`src/rtl/cassette_player.sv`:
```
// cassette_player: fetches tape-image bytes through a req/ack port and plays them MSB-first as a pulse-width-coded signal.
// Optional build macro CASSETTE_MOTOR_EN adds a motor input that gates playback together with play.
module cassette_player #(
  parameter logic [15:0] CLK_DIV    = 16'd50,
  parameter logic [7:0]  ZERO_TICKS = 8'd4,
  parameter logic [7:0]  ONE_TICKS  = 8'd8
) (
  input  logic        i_clk,
  input  logic        reset_n,
  input  logic        play,
  input  logic        rewind,
  input  logic [24:0] tape_len,
  output logic        mem_rd,
  output logic [24:0] mem_addr,
  input  logic        mem_ack,
  input  logic [7:0]  mem_data,
`ifdef CASSETTE_MOTOR_EN
  input  logic        motor,
`endif
  output logic        cas_out,
  output logic [24:0] pos,
  output logic [24:0] max,
  output logic [7:0]  tape_data,
  output logic        busy,
  output logic        done
);

  typedef enum logic [2:0] {IDLE, LOAD, PLAY_HI, PLAY_LO, NEXT, DONE} state_t;
  typedef struct packed {
    logic       vld;
    logic [7:0] data;
  } fbuf_t;

  state_t      state, state_nx;
  fbuf_t       fbuf;
  logic [15:0] presc;
  logic [7:0]  tcnt;
  logic [7:0]  half_n;
  logic [2:0]  bit_idx;
  logic        run, in_play, tick, half_end, load;

`ifdef CASSETTE_MOTOR_EN
  assign run     = play && motor;
  assign cas_out = (state == PLAY_HI) && motor;
`else
  assign run     = play;
  assign cas_out = (state == PLAY_HI);
`endif

  assign in_play  = (state == PLAY_HI) || (state == PLAY_LO);
  assign tick     = run && in_play && (presc == CLK_DIV - 16'd1);
  assign half_n   = tape_data[bit_idx] ? ONE_TICKS : ZERO_TICKS;
  assign half_end = tick && (tcnt == half_n - 8'd1);
  assign busy     = (state != IDLE) && (state != DONE);
  assign done     = (state == DONE);

  always_ff @(posedge i_clk) begin
    if (!reset_n) state <= IDLE;
    else          state <= state_nx;
  end

  // pos is already bumped on entry to NEXT, so the end-of-tape test is pos==max here
  always_comb begin
    state_nx = state;
    load     = 1'b0;
    if (rewind) state_nx = LOAD;
    else begin
      case (state)
        IDLE, DONE: state_nx = state;
        LOAD: begin
          if (max == '0) state_nx = DONE;
          else if (fbuf.vld) begin
            load     = 1'b1;
            state_nx = PLAY_HI;
          end
        end
        PLAY_HI: if (half_end) state_nx = PLAY_LO;
        PLAY_LO: if (half_end) state_nx = (bit_idx == 3'd0) ? NEXT : PLAY_HI;
        NEXT: begin
          if (pos == max) state_nx = DONE;
          else if (fbuf.vld) begin
            load     = 1'b1;
            state_nx = PLAY_HI;
          end
        end
        default: state_nx = IDLE;
      endcase
    end
  end

  always_ff @(posedge i_clk) begin
    if (!reset_n) begin
      mem_rd    <= 1'b0;
      mem_addr  <= '0;
      pos       <= '0;
      max       <= '0;
      tape_data <= '0;
      fbuf      <= '0;
      presc     <= '0;
      tcnt      <= '0;
      bit_idx   <= 3'd7;
    end else if (rewind) begin
      // abandons any outstanding read; an ack in this cycle is dropped
      mem_rd   <= 1'b0;
      mem_addr <= '0;
      pos      <= '0;
      max      <= tape_len;
      fbuf.vld <= 1'b0;
      presc    <= '0;
      tcnt     <= '0;
      bit_idx  <= 3'd7;
    end else begin
      if (mem_rd && mem_ack) begin
        fbuf     <= '{vld: 1'b1, data: mem_data};
        mem_rd   <= 1'b0;
        mem_addr <= mem_addr + 25'd1;
      end else if (!mem_rd && !fbuf.vld && (mem_addr < max)) begin
        mem_rd <= 1'b1;
      end
      if (load) begin
        tape_data <= fbuf.data;
        fbuf.vld  <= 1'b0;
        bit_idx   <= 3'd7;
      end
      if (run && in_play) presc <= tick ? '0 : presc + 16'd1;
      if (half_end) begin
        tcnt <= '0;
        if (state == PLAY_LO) begin
          bit_idx <= bit_idx - 3'd1;
          if (bit_idx == 3'd0) pos <= pos + 25'd1;
        end
      end else if (tick) begin
        tcnt <= tcnt + 8'd1;
      end
    end
  end

endmodule
```
`config.mk`:
```
export PLATFORM = sky130hd
export DESIGN_NAME = cassette_player
export DESIGN_NICKNAME = d
export VERILOG_FILES = /design/src/rtl/cassette_player.sv
export SDC_FILE = /design/constraint.sdc
export NUM_CORES = 1
export LEC_CHECK = 0
export BUFFER_PORTS_ARGS = -buffer_cell sky130_fd_sc_hd__buf_4
export CAP_MARGIN = 20
export CELL_PAD_IN_SITES_DETAIL_PLACEMENT = 1
export CELL_PAD_IN_SITES_GLOBAL_PLACEMENT = 1
export CORE_MARGIN = 8
export CORE_UTILIZATION = 37
export DETAILED_ROUTE_END_ITERATION = 16
export PLACE_DENSITY = 0.86
export SYNTH_ARGS = -nofsm -noshare
export SYNTH_HDL_FRONTEND = slang
export SYNTH_SLANG_ARGS = --single-unit
```
`constraint.sdc`:
```
create_clock -name i_clk -period 2.3 [get_ports i_clk]
set_clock_uncertainty 0.05 [all_clocks]
set_input_delay 0.345 -clock i_clk [delete_from_list [all_inputs] [get_ports i_clk]]
set_output_delay 0.345 -clock i_clk [all_outputs]
set_load 0.02 [all_outputs]
```
==> results_dict.tcl <==
set metrics [dict create \
    avgSynthCellArea_um2 8.48 \
    synth_area_leaders "dfxtp_1 (38%), mux2i_1 (6.5%), ha_1 (6.0%), nor2_1 (5.3%), xor2_1 (5.2%)" \
    relSlewSlack 0.649 \
    synth_most_common_cell "dfxtp_1" \
    cp.required_ns 2.62 \
    post-route-period-util 1.10 \
    status "finished, violations left" \
    synth_cell_types 56 \
    powerDensity_nw_per_um2 593 \
    min_period_ns 2.53 \
    via_count 6885 \
    ios 125 \
    track_usage 0.236 \
    leakagePower_nw 3.93 \
    synth_nets 837 \
    dp.cells 1159 \
    portBuffers 124 \
    cts-root-buf "clkbuf_16" \
    critical_path_class "reg -> reg" \
    die_h_um 149 \
    cts_buffer_depth 2 \
    syn_inst 768 \
    async_reset_ff_frac 0 \
    grt_antenna_before_repair 0 \
    rsz0062_at_grt "true" \
    yosys.area.top_type "dfxtp_1" \
    power.share.combinational 0.093 \
    max_slew.worst_pin.slew_ns 0.524 \
    dp_hpwl_um 17800 \
    h-tree-depth 4 \
    grt_max_degree 32 \
    hold_viol 0 \
    drv_cap 0 \
    start_util 0.378 \
    grt_pass1_vias 7378 \
    cp_slowest_cell "or4_4" \
    worst-path-max-fanout 7 \
    first_pass_iters 5 \
    utilization 0.525 \
    ys_ff_latch 123 \
    r2r_cells 7 \
    antennaDiodeCount 0 \
    viasPerCell 5.74 \
    cts_tree "done" \
    cts_made_buffers 17 \
    place_congestion 0.853 \
    setup_viol 31 \
    synth_flop_cell "dfxtp_1" \
    synth_common_cells "dfxtp_1 (123), nor2_1 (92), nand2_1 (89), mux2i_1 (42), inv_1 (40)" \
    power.share.clock 0.492 \
    fp-row-count 48 \
    gr-total-overflow 0 \
    power_frac_seq 0.415 \
    clock_sinks 123 \
    slew_viol_final 0 \
    synth_area_um2 6520 \
    r2r_start "presc[9]" \
    finalNonFillerCells 1200 \
    worst-r2r-setup-slack_ns -0.23 \
    die_area_um2 22100 \
    p_sw_frac 0.252 \
    core_area_um2 17200 \
    routedWlPerCell_um 22.2 \
    drive_gt1_frac 0.295 \
    cp.arrival_ns 2.85 \
    clk_pin_slew_worst_paths_ns 0.06 \
    antenna_left 0 \
    cp-start-kind "flip-flop" \
    endpoint_kind "flip-flop" \
    worstPathCellList "or4_4, nor4_4, and4_4, nand4_4, buf_4, or4_1, nand2_1" \
    min_to "max[9]" \
    min_path_cells 3 \
    wl_um 26700 \
    yosysSeqAreaShare 0.378 \
    grt_pass1_wl_um 40800 \
    insertion_delay_ns 0.43 \
    hp-class "in -> reg" \
    syn_to_final_growth_pct 38.9 \
    max_freq_ghz 0.395 \
    die_w_um 149 \
    drt_iter0_markers 379 \
    p_int_mw 4.01 \
    reg2reg_to "pos[19]" \
    fin_nets 1033 \
    setup_ws_ns -0.229 \
    hp-start "tape_len[9]" \
    ir_drop_v 0.000586 \
    violations "setup timing" \
    drc_errors 0 \
    synth_top_area_frac 0.378 \
    max_stage_delay_ns 0.55 \
    postCtsHoldBufs 0 \
    synth-warning-count 0 \
    synth_edf_count 0 \
    power.net_switching_mw 1.35 \
]
sequential cells by signal (all words and copies together) (netlist names):
signal,cells
max,25
mem_addr,25
pos,25
presc,16
fbuf,9
tape_data,8
tcnt,8
bit_idx,3
state,3
mem_rd,1
how the worst max path moves through the flow:
stage / from / endpoint / slack, ns / depth (start not counted)
6_report: presc[9] / pos[19] / -0.23 / 7
5_1_grt: presc[9] / pos[14] / -0.28 / 7
4_1_cts: presc[10] / pos[11] / -0.16 / 7
3_5_place_dp: presc[13] / pos[11] / -0.15 / 7
3_3_place_gp: presc[13] / pos[21] / -0.12 / 7
2_1_floorplan: presc[13] / pos[2] / -0.03 / 6
worst max-delay path, delay by kind of cell, from the launching register on:
kind | cells | cell delay [ns]
AND/OR/NAND/NOR | 6 | 1.88
flip-flops | 1 | 0.32
buffers and inverters | 1 | 0.22
what timing repair did:
| action | 4_1_cts | 5_1_grt |
|---|---|---|
| endpoints found under the hold margin | 0 | 0 |
| buffers inserted | 9 | 1 |
| pin swaps | 6 | 13 |
| setup endpoints to repair | 36 | 49 |
| resized for setup | 14 | 42 |
| cloned | 1 | 0 |
kinds of logic (layout without fill, tap and decap cells):
kind of cell	after synthesis	count (layout)	synth area share
compound gates	87	87	0.0926
xor+xnor	70	70	0.0941
fa+ha+maj	31	31	0.0595
buf+inv	73	279	0.0455
flops	123	123	0.378
mux	43	43	0.0662
simple gates	341	342	0.264
power by group through the flow:
stage	Combinational (mW)	Sequential, mW	Clock [mW]
6_report	0.498	2.23	2.64
5_1_grt	0.530	2.23	2.73
4_1_cts	0.480	2.22	2.65
3_5_place_dp	0.466	2.27	0
3_3_place_gp	0.449	2.26	0
2_1_floorplan	0.212	2.29	0
stage by stage:
| stage | power [mW] | cell area, µm² | TNS (ns) | hold WS, ns | worst slack [ns] |
|---|---|---|---|---|---|
| CTS | 5.35 | 8900 | -2.71 | 0.0997 | -0.159 |
| floorplan | 2.50 | 6580 | -0.100 | 0.387 | -0.0281 |
| detailed placement | 2.73 | 8200 | -2.40 | 0.400 | -0.146 |
| finish | 5.37 | 9050 | -3.95 | 0.103 | -0.229 |
| global route | 5.49 | 9050 | -6.59 | 0.115 | -0.281 |
| global placement | 2.71 | 8200 | -1.12 | 0.394 | -0.115 |
placed cells by master, fill, tap and decap left out, types with 7 or more instances in the layout:
cell type    n
nand4_1     24
or4_4        7
o211ai_1     9
nand3_1     25
buf_4      200
clkbuf_16   17
or3_1       15
nor3_1      10
inv_1       40
mux2i_1     42
a21oi_1     24
dfxtp_2     11
nand2_1     86
o21ai_0     11
nor4_1       9
ha_1        31
and2_1       7
dfxtp_1    112
xnor2_1     31
xor2_1      39
buf_6        9
nor2_1      92
and3_1      12
or4_1        7
area by class of cell:
cell class	count	area [µm²]
clock buffer	23	468
clock inverter	7	92.6
fill	2027	8180
inverter	40	150
multi-input combinational	573	3980
sequential	123	2480
tap	225	282
timing repair buffer	209	1600
metal layers:
layer / wire (µm) / share of wire / GRT usage
met1: 10800 / 0.40 / 0.267
met2: 13300 / 0.50 / 0.408
met3: 1440 / 0.054 / 0.0474
met4: 1200 / 0.045 / 0.138
met5: 0 / 0 / 0
(Power assumes the default switching activity.)
